## config.mk

```make
export PLATFORM = sky130hd
export DESIGN_NAME = mem_arbiter_flat
export DESIGN_NICKNAME = d
export VERILOG_FILES = /design/src/rtl/mem_arbiter_pkg.sv /design/src/rtl/mem_arbiter_if.sv /design/src/rtl/mem_arbiter_rr_arb2.sv /design/src/rtl/mem_arbiter.sv /design/src/flat_wrapper.sv
export SDC_FILE = /design/constraint.sdc
export NUM_CORES = 1
export LEC_CHECK = 0
export BUFFER_PORTS_ARGS = -buffer_cell sky130_fd_sc_hd__buf_4
export CAP_MARGIN = 10
export CORE_UTILIZATION = 54
export DETAILED_ROUTE_END_ITERATION = 16
export GPL_TIMING_DRIVEN = 0
export MAX_ROUTING_LAYER = met4
export PLACE_DENSITY = 0.95
export SLEW_MARGIN = 10
export SYNTH_ARGS = -nofsm -noshare
export SYNTH_HDL_FRONTEND = slang
export SYNTH_HIERARCHICAL = 1
export SYNTH_SLANG_ARGS = --single-unit
```

## constraint.sdc

```tcl
create_clock -name clk -period 10 [get_ports clk]
set_clock_uncertainty 0.1 [all_clocks]
set_input_delay 2 -clock clk [delete_from_list [all_inputs] [get_ports clk]]
set_output_delay 2 -clock clk [all_outputs]
set_load 0.02 [all_outputs]
```

## src/rtl/mem_arbiter_pkg.sv

```systemverilog
// Shared types and constants for the two-port cache-to-byte-RAM arbiter.
package mem_arbiter_pkg;

    localparam int RW_LEN_W = 2;
    localparam int DATA_W   = 32;
    localparam int BYTE_W   = 8;

    localparam logic IPORT = 1'b0;
    localparam logic DPORT = 1'b1;

    typedef enum logic [2:0] {
        IDLE,
        RD,
        RD_TAIL,
        WR,
        ACK
    } state_e;

    // Length fields carry bytes-1, so a 2-bit field spans 1..4 bytes.
    function automatic logic [2:0] len_to_bytes(input logic [RW_LEN_W-1:0] len);
        return {1'b0, len} + 3'd1;
    endfunction

endpackage

```

## src/rtl/mem_arbiter_if.sv

```systemverilog
// Cache-side request/ack bus plus the byte-wide RAM port of the arbiter.
interface mem_arbiter_if #(
    parameter int ADDR_W = 32,
    parameter int NPORT  = 2
);
    // Handshake: c_re/c_we are levels sampled only when the arbiter grants a
    // port; c_rack/c_wack pulse for exactly one cycle when that request is
    // done, and c_dout is valid from the c_rack cycle until the next c_rack.
    logic [NPORT-1:0]        c_re;
    logic [NPORT-1:0]        c_we;
    logic [NPORT*ADDR_W-1:0] c_raddr;
    logic [NPORT*ADDR_W-1:0] c_waddr;
    logic [NPORT*2-1:0]      c_rlen;
    logic [NPORT*2-1:0]      c_wlen;
    logic [NPORT*32-1:0]     c_din;
    logic [NPORT*32-1:0]     c_dout;
    logic [NPORT-1:0]        c_rack;
    logic [NPORT-1:0]        c_wack;
    logic [ADDR_W-1:0]       ram_addr;
    logic [7:0]              ram_wdata;
    logic                    ram_we;
    logic [7:0]              ram_rdata;

    modport slave (
        input  c_re, c_we, c_raddr, c_waddr, c_rlen, c_wlen, c_din, ram_rdata,
        output c_dout, c_rack, c_wack, ram_addr, ram_wdata, ram_we
    );

    modport master (
        output c_re, c_we, c_raddr, c_waddr, c_rlen, c_wlen, c_din, ram_rdata,
        input  c_dout, c_rack, c_wack, ram_addr, ram_wdata, ram_we
    );

endinterface

```

## src/rtl/mem_arbiter_rr_arb2.sv

```systemverilog
// Two-requester round-robin grant: the port named by rr_ptr_i wins a tie.
module rr_arb2
    import mem_arbiter_pkg::*;
(
    input  logic [1:0] req_i,
    input  logic       rr_ptr_i,
    output logic [1:0] gnt_o,
    output logic       valid_o
);

    always_comb begin
        gnt_o = '0;
        if (rr_ptr_i == IPORT) begin
            if (req_i[IPORT])      gnt_o[IPORT] = 1'b1;
            else if (req_i[DPORT]) gnt_o[DPORT] = 1'b1;
        end else begin
            if (req_i[DPORT])      gnt_o[DPORT] = 1'b1;
            else if (req_i[IPORT]) gnt_o[IPORT] = 1'b1;
        end
    end

    assign valid_o = |req_i;

endmodule

```

## src/rtl/mem_arbiter.sv

```systemverilog
// Serialises I-cache/D-cache word requests into little-endian byte accesses.
module mem_arbiter
    import mem_arbiter_pkg::*;
#(
    parameter int ADDR_W = 32,
    parameter int NPORT  = 2
) (
    input  logic         clk,
    input  logic         rst,
    mem_arbiter_if.slave bus,
    output state_e       dbg_state_o,
    output logic         dbg_rr_o
);

    state_e                  state_q, state_d;
    logic                    port_q, port_d;
    logic                    wr_q, wr_d;
    logic                    rr_q, rr_d;
    logic [ADDR_W-1:0]       base_q, base_d;
    logic [RW_LEN_W-1:0]     len_q, len_d;
    logic [RW_LEN_W-1:0]     cnt_q, cnt_d;
    logic [DATA_W-1:0]       wdata_q, wdata_d;
    logic [DATA_W-1:0]       acc_q, acc_d;
    logic [NPORT*DATA_W-1:0] dout_q, dout_d;

    logic [1:0]          gnt;
    logic                gnt_valid;
    logic                grant_ok;
    logic                gnt_port;
    logic [ADDR_W-1:0]   cur_addr;
    logic [RW_LEN_W-1:0] prev_idx;
    logic [NPORT-1:0]    rack;
    logic [NPORT-1:0]    wack;
    logic [ADDR_W-1:0]   ram_addr;
    logic [BYTE_W-1:0]   ram_wdata;
    logic                ram_we;

    rr_arb2 u_arb (
        .req_i    (bus.c_re | bus.c_we),
        .rr_ptr_i (rr_q),
        .gnt_o    (gnt),
        .valid_o  (gnt_valid)
    );

    assign grant_ok = gnt_valid && (gnt != '0);
    assign gnt_port = gnt[DPORT];
    assign cur_addr = base_q + ADDR_W'(cnt_q);
    // RAM data lags the address by a cycle, so RD captures the previous byte.
    assign prev_idx = cnt_q - RW_LEN_W'(1);

    always_comb begin
        state_d   = state_q;
        port_d    = port_q;
        wr_d      = wr_q;
        rr_d      = rr_q;
        base_d    = base_q;
        len_d     = len_q;
        cnt_d     = cnt_q;
        wdata_d   = wdata_q;
        acc_d     = acc_q;
        dout_d    = dout_q;
        rack      = '0;
        wack      = '0;
        ram_addr  = '0;
        ram_wdata = '0;
        ram_we    = 1'b0;
        case (state_q)
            IDLE: begin
                if (grant_ok) begin
                    port_d  = gnt_port;
                    wr_d    = bus.c_we[gnt_port];
                    rr_d    = ~gnt_port;
                    base_d  = wr_d ? bus.c_waddr[gnt_port*ADDR_W +: ADDR_W]
                                   : bus.c_raddr[gnt_port*ADDR_W +: ADDR_W];
                    len_d   = wr_d ? bus.c_wlen[gnt_port*RW_LEN_W +: RW_LEN_W]
                                   : bus.c_rlen[gnt_port*RW_LEN_W +: RW_LEN_W];
                    wdata_d = bus.c_din[gnt_port*DATA_W +: DATA_W];
                    cnt_d   = '0;
                    acc_d   = '0;
                    state_d = wr_d ? WR : RD;
                end
            end
            WR: begin
                ram_addr  = cur_addr;
                ram_wdata = wdata_q[cnt_q*BYTE_W +: BYTE_W];
                ram_we    = !rst;
                cnt_d     = cnt_q + RW_LEN_W'(1);
                if (cnt_q == len_q) state_d = ACK;
            end
            RD: begin
                ram_addr = cur_addr;
                if (cnt_q != '0) acc_d[prev_idx*BYTE_W +: BYTE_W] = bus.ram_rdata;
                cnt_d = cnt_q + RW_LEN_W'(1);
                if (cnt_q == len_q) state_d = RD_TAIL;
            end
            RD_TAIL: begin
                acc_d[len_q*BYTE_W +: BYTE_W]   = bus.ram_rdata;
                dout_d[port_q*DATA_W +: DATA_W] = acc_d;
                state_d = ACK;
            end
            ACK: begin
                if (wr_q) wack[port_q] = 1'b1;
                else      rack[port_q] = 1'b1;
                state_d = IDLE;
            end
            default: state_d = IDLE;
        endcase
    end

    always_ff @(posedge clk) begin
        if (rst) begin
            state_q <= IDLE;
            port_q  <= 1'b0;
            wr_q    <= 1'b0;
            rr_q    <= 1'b0;
            base_q  <= '0;
            len_q   <= '0;
            cnt_q   <= '0;
            wdata_q <= '0;
            acc_q   <= '0;
            dout_q  <= '0;
        end else begin
            state_q <= state_d;
            port_q  <= port_d;
            wr_q    <= wr_d;
            rr_q    <= rr_d;
            base_q  <= base_d;
            len_q   <= len_d;
            cnt_q   <= cnt_d;
            wdata_q <= wdata_d;
            acc_q   <= acc_d;
            dout_q  <= dout_d;
        end
    end

    assign bus.c_dout    = dout_q;
    assign bus.c_rack    = rack;
    assign bus.c_wack    = wack;
    assign bus.ram_addr  = ram_addr;
    assign bus.ram_wdata = ram_wdata;
    assign bus.ram_we    = ram_we;
    assign dbg_state_o   = state_q;
    assign dbg_rr_o      = rr_q;

endmodule

```

## src/flat_wrapper.sv

```systemverilog
// flat-port wrapper written by rule: the top's interface ports become plain ports
module mem_arbiter_flat import mem_arbiter_pkg::*;
#(
    parameter int ADDR_W = 32,
    parameter int NPORT  = 2
)
  (clk, rst, dbg_state_o, dbg_rr_o, bus_c_re, bus_c_we, bus_c_raddr, bus_c_waddr, bus_c_rlen, bus_c_wlen, bus_c_din, bus_ram_rdata, bus_c_dout, bus_c_rack, bus_c_wack, bus_ram_addr, bus_ram_wdata, bus_ram_we);
  mem_arbiter_if #(.ADDR_W(ADDR_W), .NPORT(NPORT)) bus_i ();
  input  logic clk;
  input  logic rst;
  output state_e dbg_state_o;
  output logic dbg_rr_o;
  input wire logic [$bits(bus_i.c_re)-1:0] bus_c_re;
  input wire logic [$bits(bus_i.c_we)-1:0] bus_c_we;
  input wire logic [$bits(bus_i.c_raddr)-1:0] bus_c_raddr;
  input wire logic [$bits(bus_i.c_waddr)-1:0] bus_c_waddr;
  input wire logic [$bits(bus_i.c_rlen)-1:0] bus_c_rlen;
  input wire logic [$bits(bus_i.c_wlen)-1:0] bus_c_wlen;
  input wire logic [$bits(bus_i.c_din)-1:0] bus_c_din;
  input wire logic [$bits(bus_i.ram_rdata)-1:0] bus_ram_rdata;
  output wire logic [$bits(bus_i.c_dout)-1:0] bus_c_dout;
  output wire logic [$bits(bus_i.c_rack)-1:0] bus_c_rack;
  output wire logic [$bits(bus_i.c_wack)-1:0] bus_c_wack;
  output wire logic [$bits(bus_i.ram_addr)-1:0] bus_ram_addr;
  output wire logic [$bits(bus_i.ram_wdata)-1:0] bus_ram_wdata;
  output wire logic [$bits(bus_i.ram_we)-1:0] bus_ram_we;
  assign bus_i.c_re = bus_c_re;
  assign bus_i.c_we = bus_c_we;
  assign bus_i.c_raddr = bus_c_raddr;
  assign bus_i.c_waddr = bus_c_waddr;
  assign bus_i.c_rlen = bus_c_rlen;
  assign bus_i.c_wlen = bus_c_wlen;
  assign bus_i.c_din = bus_c_din;
  assign bus_i.ram_rdata = bus_ram_rdata;
  assign bus_c_dout = bus_i.c_dout;
  assign bus_c_rack = bus_i.c_rack;
  assign bus_c_wack = bus_i.c_wack;
  assign bus_ram_addr = bus_i.ram_addr;
  assign bus_ram_wdata = bus_i.ram_wdata;
  assign bus_ram_we = bus_i.ram_we;
  mem_arbiter #(.ADDR_W(ADDR_W), .NPORT(NPORT)) u_core (.clk(clk), .rst(rst), .bus(bus_i), .dbg_state_o(dbg_state_o), .dbg_rr_o(dbg_rr_o));
endmodule
```

Yosys cells after proc, flatten, opt, wreduce, memory -nomap -nowiden
Index checks and enable logic that the tools add are counted.
{"block": "word_totals", "reg_bits": 170, "inputBits": 214, "out_inout_bits": 113, "wordCells": 87}
{"block": "classes", "addsub": 6, "order_cmp": 3, "n_eq_ne": 9, "shift": 12, "n_mux": 31, "n_bitwise": 2, "n_reduce_logical": 14}
{"op": "$shiftx A64 B7 Y32", "n": 3}
{"op": "$mux W32", "n": 4}
{"op": "$pmux W32 S3", "n": 1}
{"op": "$neg A5 Y34", "n": 2}
{"op": "$shift A8 B34 Y32 const A", "n": 2}
{"op": "$shiftx A8 B34 Y32", "n": 2}
{"op": "$bwmux W32", "n": 2}
{"op": "$bwmux W64", "n": 1}
{"op": "$shift A32 B34 Y64 const A", "n": 1}
{"op": "$shiftx A32 B34 Y64", "n": 1}
{"op": "$neg A6 Y34", "n": 1}
{"op": "$add A32 B2 Y32", "n": 1}
{"op": "$shiftx A32 B6 Y8", "n": 1}
{"op": "$mux W2", "n": 8}
{"op": "$pmux W3 S4", "n": 1}
{"op": "$mux W3", "n": 3}
{"op": "$mux W1", "n": 8}
{"op": "$mux W8", "n": 1}
{"op": "$ne A2 B1 Y1 const B", "n": 4}
{"op": "$shiftx A4 B3 Y2", "n": 2}
{"op": "$eq A3 B2 Y1 const B", "n": 2}
{"op": "$reduce_and A3 Y1", "n": 2}
{"op": "$reduce_bool A2 Y1", "n": 3}
{"op": "$lt A1 B2 Y1 const B", "n": 2}
{"op": "other kinds (16)", "n": 19}

Logic depth before layout (Yosys ltp)
{"block": "depth", "depth_word": 9, "mapped_depth": 11, "mapped_depth_nobuf": 7}

Modules after synthesis
The synthesis kept the hierarchy.
{"mod": "mem_arbiter", "instances": 1, "cells_per_inst": 1051, "area_per_inst_um2": 9142.5, "seq_area_each_um2": 3403.3}
{"mod": "rr_arb2", "instances": 1, "cells_per_inst": 4, "area_per_inst_um2": 25.0, "seq_area_each_um2": 0.0}

Worst setup path before layout
OpenSTA, ideal clock, no wires.
{"block": "synth_path", "kind": "register -> output", "startpoint": "register u_core.cnt_q[1]", "endpoint": "output port bus_ram_addr[18]", "arrival_ns": 3.045, "required_time_ns": 7.900, "slack_ns": 4.855, "stages_incl_launch_ff": 9, "n_path_buf": 3, "path_cell_list": "dfxtp_1 > clkbuf_1 > inv_1 > fa_1 > nand4b_1 > or3_1 > clkbuf_1 > clkbuf_1 > o41ai_1"}
{"block": "synth_via", "elab_chain_len": 2}
{"item": "start: declaration", "line": "mem_arbiter.sv:21", "source": "logic [RW_LEN_W-1:0] cnt_q, cnt_d;"}
{"item": "start signal: assignment", "line": "mem_arbiter.sv:129", "source": "cnt_q <= cnt_d;"}
{"item": "$add A32 B2 Y32", "line": "mem_arbiter.sv:47", "source": "assign cur_addr = base_q + ADDR_W'(cnt_q);"}
{"item": "$mux W32", "line": "mem_arbiter.sv:67", "source": "case (state_q)"}
{"item": "end: declaration", "line": "flat_wrapper.sv:24", "source": "output wire logic [$bits(bus_i.ram_addr)-1:0] bus_ram_addr;"}
Every way passes these cells.

Final worst setup path
Same ends and word-level chain as after synthesis.

==> key figures <==
Timing
  – Hold slack: approximately 0.37 ns
  – Final setup vio count: 0
  – Setup TNS: 0 ns
  – Final number of hold-violating endpoints: 0
  – Slew Limit Fails: 0
  – Tcrit/Tclk final: 0.637
  – Top achievable clock speed: approximately 0.16 GHz
  – Final worst slack: 3.63 ns
  – Slew Limit Headroom: 0.354
  – Fin crit period: 6.37 ns
  – Worst-Margin Slew: 0.960 ns
  – RSZ-0062 raised after global routing: false

Power
  – Sequential share of power: 0.324
  – Power Density: 259 mW/mm²
  – Gate power share: 0.463
  – Overall Power: roughly 3200 µW
  – Clock Power Share: 0.213
  – Cell Int Power: 1840 µW
  – Leakage power: 0.00498 µW
  – Switching share of power: 0.429
  – Worst VDD drop: 0.000142 V
  – Psw: 1380 µW

Global route
  – Met3 Resource Use GR: 0.0573
  – Grt total ovfl: 0
  – Most used routing layer: met2
  – Initial antenna violation count: 0
  – Vias in the first global route: 9,620
  – GR Layer Usage met1: 0.402
  – Overall Global Routing Usage: 0.364
  – Largest net degree at the start of global routing: 17
  – First-pass GRT wire length: 49,100 µm
  – Met2 usage: 0.614

CTS
  – Clock tree buffer depth: 2
  – Root buffer cell: clkbuf_16
  – CTS tree: done
  – CTS Hold Bufs: 0
  – Clock sinks: 170
  – Htree depth: 4
  – Gates resized, CTS repair: 0
  – Postcts setup bufs: 0
  – Skew-Pair Late Insertion Delay: 0.43 ns
  – CTS Buf Count: 17
  – Reg clk slew, reported paths: 0.06 ns

Die
  – # IOs: 327
  – Full die area: 0.0175 mm²
  – Die H: roughly 130 µm
  – Starting Density: 0.553
  – Die width: 132 µm
  – Row cnt: 47
  – Core area: about 0.017 mm²

Final layout
  – Post-route cell area: 0.0125 mm²
  – Layout cell share with drive strength beyond 1: 0.301
  – Area Growth Syn to Fin: 36.2%
  – Net count, final: about 1.6k

Logic synthesis
  – Synth top area share: 0.371
  – Leading area contributor after synthesis: dfxtp_1
  – Top cells by area, synth: dfxtp_1 37%, a211oi_1 7.9%, mux2i_1 7.4%, nor2_1 5.2%, mux2_2 4.2%
  – Register area share after synthesis: 0.371
  – Adder-Cell Fraction of Synth Area: 0.0186
  – Syn Inst Count: 1,055
  – Synth cell types: 65
  – Ys async rst share: 0
  – Synth Register Bits: between 150 and 200
  – Largest family of logic cells by synthesized area: compound AO/OA/AOI/OAI gates
  – Post-synth EDFFs: 0
  – Synth warn: 6
  – Post-Syn Nets: 1,282
  – Simple-gate share of the synthesized area: 0.180
  – Cell Area, Synth: 0.00917 mm²
  – Compound-gate portion of the synthesized area: 0.237
  – Ys flop type: dfxtp_1
  – Mapped Avg Cell Area: about 8.7 µm²
  – Mux cell area share after synthesis: 0.136
  – XOR/XNOR Fraction of Synth Area: 0.0124

Drt
  – Remaining antenna violation count: 0
  – Initial DRC count: 960
  – Via count: 9,876
  – # DRC: 0
  – TritonRoute pass-1 iters: 7
  – Final WL: 31,300 µm
  – Vias per cell: 6.06
  – Per-cell routed wire length: 19.2 µm

Placement
  – Pre-CTS setup slack: 4.24 ns
  – PortBufs: ~320
  – GPL Wtd Cong: 0.944
  – HPWL Detailed: 23,700 µm
  – Placed cell area: 0.0119 mm²

Worst setup path
  – Critical path arrival: 4.27 ns
  – CP Launch Type: flip-flop
  – Kind of critical path: flip-flop to primary output
  – CP endpoint kind: primary output
  – Worst EP required: 7.90 ns
  – Maximum fanout along the worst path: 10

Min path
  – Hold WC Path Type: flip-flop to flip-flop

Outcome
  – Status: completed

Job
  – MaxCap Viol Count: 0
per-stage QoR:
step / util / instances
3_5_place_dp: 0.716 / 1598
4_1_cts: 0.753 / 1630
3_3_place_gp: 0.716 / 1598
2_1_floorplan: - / 1055
6_report: 0.753 / 1631
5_1_grt: 0.753 / 1630
path summary, 6_finish.rpt:
| kind | startpoint | to | slack (ns) | depth (start not counted) |
|---|---|---|---|---|
| hold / removal | u_core/acc_q[4] | u_core/acc_q[4] | 0.37 | 1 |
| setup / recovery | u_core/cnt_q[1] | bus_ram_addr[18] | 3.63 | 9 |
| setup reg to reg | u_core/dbg_rr_o | u_core/base_q[17] | 6.73 | 9 |
| hold reg to reg | u_core/acc_q[4] | u_core/acc_q[4] | 0.37 | 1 |
metal layers:
layer / share of wire / wire [µm]
met1: 0.38 / 12000
met2: 0.49 / 15400
met3: 0.067 / 2080
met4: 0.057 / 1780
met5: 0 / 0
cells in the final DEF (no fill, tap or decap), drive strengths merged, types with 3 or more instances in the layout:
| cell | synthesis | routed |
|---|---|---|
| nor4 | 6 | 6 |
| nor4bb | 3 | 3 |
| nand4 | 8 | 8 |
| a22o | 23 | 23 |
| o211ai | 35 | 35 |
| nand2b | 6 | 6 |
| buf | 29 | 352 |
| o21ai | 10 | 10 |
| xor2 | 5 | 5 |
| clkinvlp | 0 | 5 |
| or2 | 3 | 3 |
| a211oi | 97 | 97 |
| nor2b | 40 | 40 |
| nand2 | 89 | 89 |
| or3 | 7 | 7 |
| ha | 12 | 12 |
| nand3 | 9 | 9 |
| or4 | 13 | 13 |
| o2bb2ai | 16 | 16 |
| xnor2 | 8 | 8 |
| dfxtp | 170 | 170 |
| nor2 | 130 | 130 |
| mux2 | 34 | 34 |
| nor3 | 4 | 4 |
| a2bb2oi | 8 | 8 |
| a31oi | 21 | 21 |
| a21boi | 4 | 4 |
| mux2i | 68 | 68 |
| a21oi | 69 | 69 |
| bufinv | 0 | 3 |
| mux4 | 8 | 8 |
| inv | 13 | 19 |
| clkbuf | 61 | 79 |
| and4 | 3 | 3 |
| o31ai | 11 | 11 |
| nor3b | 4 | 4 |
| and2 | 4 | 4 |
synthesized netlist by cell type (all sizes together), types with 2 or more instances:
| cell type | instances |
|---|---|
| or3b | 2 |
| nor2b | 40 |
| a22o | 23 |
| ha | 12 |
| nor3 | 4 |
| xor2 | 5 |
| nand2 | 89 |
| a211oi | 97 |
| a21boi | 4 |
| a21oi | 69 |
| o21ai | 10 |
| mux2i | 68 |
| a31oi | 21 |
| nor4 | 6 |
| o41ai | 2 |
| buf | 29 |
| or2 | 3 |
| o31ai | 11 |
| o211ai | 35 |
| mux2 | 34 |
| nor4bb | 3 |
| a21o | 2 |
| xnor2 | 8 |
| inv | 13 |
| or4 | 13 |
| clkbuf | 61 |
| nand3b | 2 |
| and4 | 3 |
| a2bb2oi | 8 |
| mux4 | 8 |
| nor3b | 4 |
| and4b | 2 |
| nand2b | 6 |
| and2 | 4 |
| o2bb2ai | 16 |
| nor2 | 130 |
| nand4 | 8 |
| dfxtp | 170 |
| o311ai | 2 |
| or3 | 7 |
| nand3 | 9 |
critical path, cell delays in order, from the launching register on:
cell and delay (ns):
dfxtp_1 0.47, clkbuf_1 0.52, inv_1 0.29, fa_1 0.51, nand4b_1 0.30, or3_1 0.35
clkbuf_1 0.20, clkbuf_1 0.29, o41ai_1 0.66, buf_4 0.25
power groups by stage:
stage	logic (µW)	registers, µW	clock network [µW]
floorplan	891	1080	0
CTS	1470	1040	689
global placement	1400	1040	0
global route	1590	1070	722
detailed placement	1450	1050	0
finish	1490	1050	687
cells by family (layout without fill, tap and decap cells):
group | count (synthesis) | in the layout
mux | 110 | 110
xor+xnor | 13 | 13
other cells | 0 | 1
compound gates | 307 | 307
fa+ha+maj | 13 | 13
flops | 170 | 170
simple gates | 339 | 339
buf+inv | 103 | 458
registers in the layout (all words and copies together) (netlist names):
| register | count |
|---|---|
| u_core/acc_q | 32 |
| u_core/base_q | 32 |
| u_core/bus.c_dout | 64 |
| u_core/cnt_q | 2 |
| u_core/dbg_rr_o | 1 |
| u_core/dbg_state_o | 3 |
| u_core/len_q | 2 |
| u_core/port_q | 1 |
| u_core/wdata_q | 32 |
| u_core/wr_q | 1 |
layout make-up:
| cell class | count | area [µm²] |
|---|---|---|
| Multi-Input combinational cell | 782 | 5350 |
| Tap cell | 220 | 275 |
| Timing Repair Buffer | 323 | 2420 |
| Clock inverter | 14 | 185 |
| Buffer | 90 | 369 |
| Sequential cell | 170 | 3400 |
| Clock buffer | 18 | 429 |
| Inverter | 13 | 48.8 |
| Antenna cell | 1 | 2.50 |
| Fill cell | 1126 | 4100 |
No activity file was read; power rests on OpenSTA's default activity.
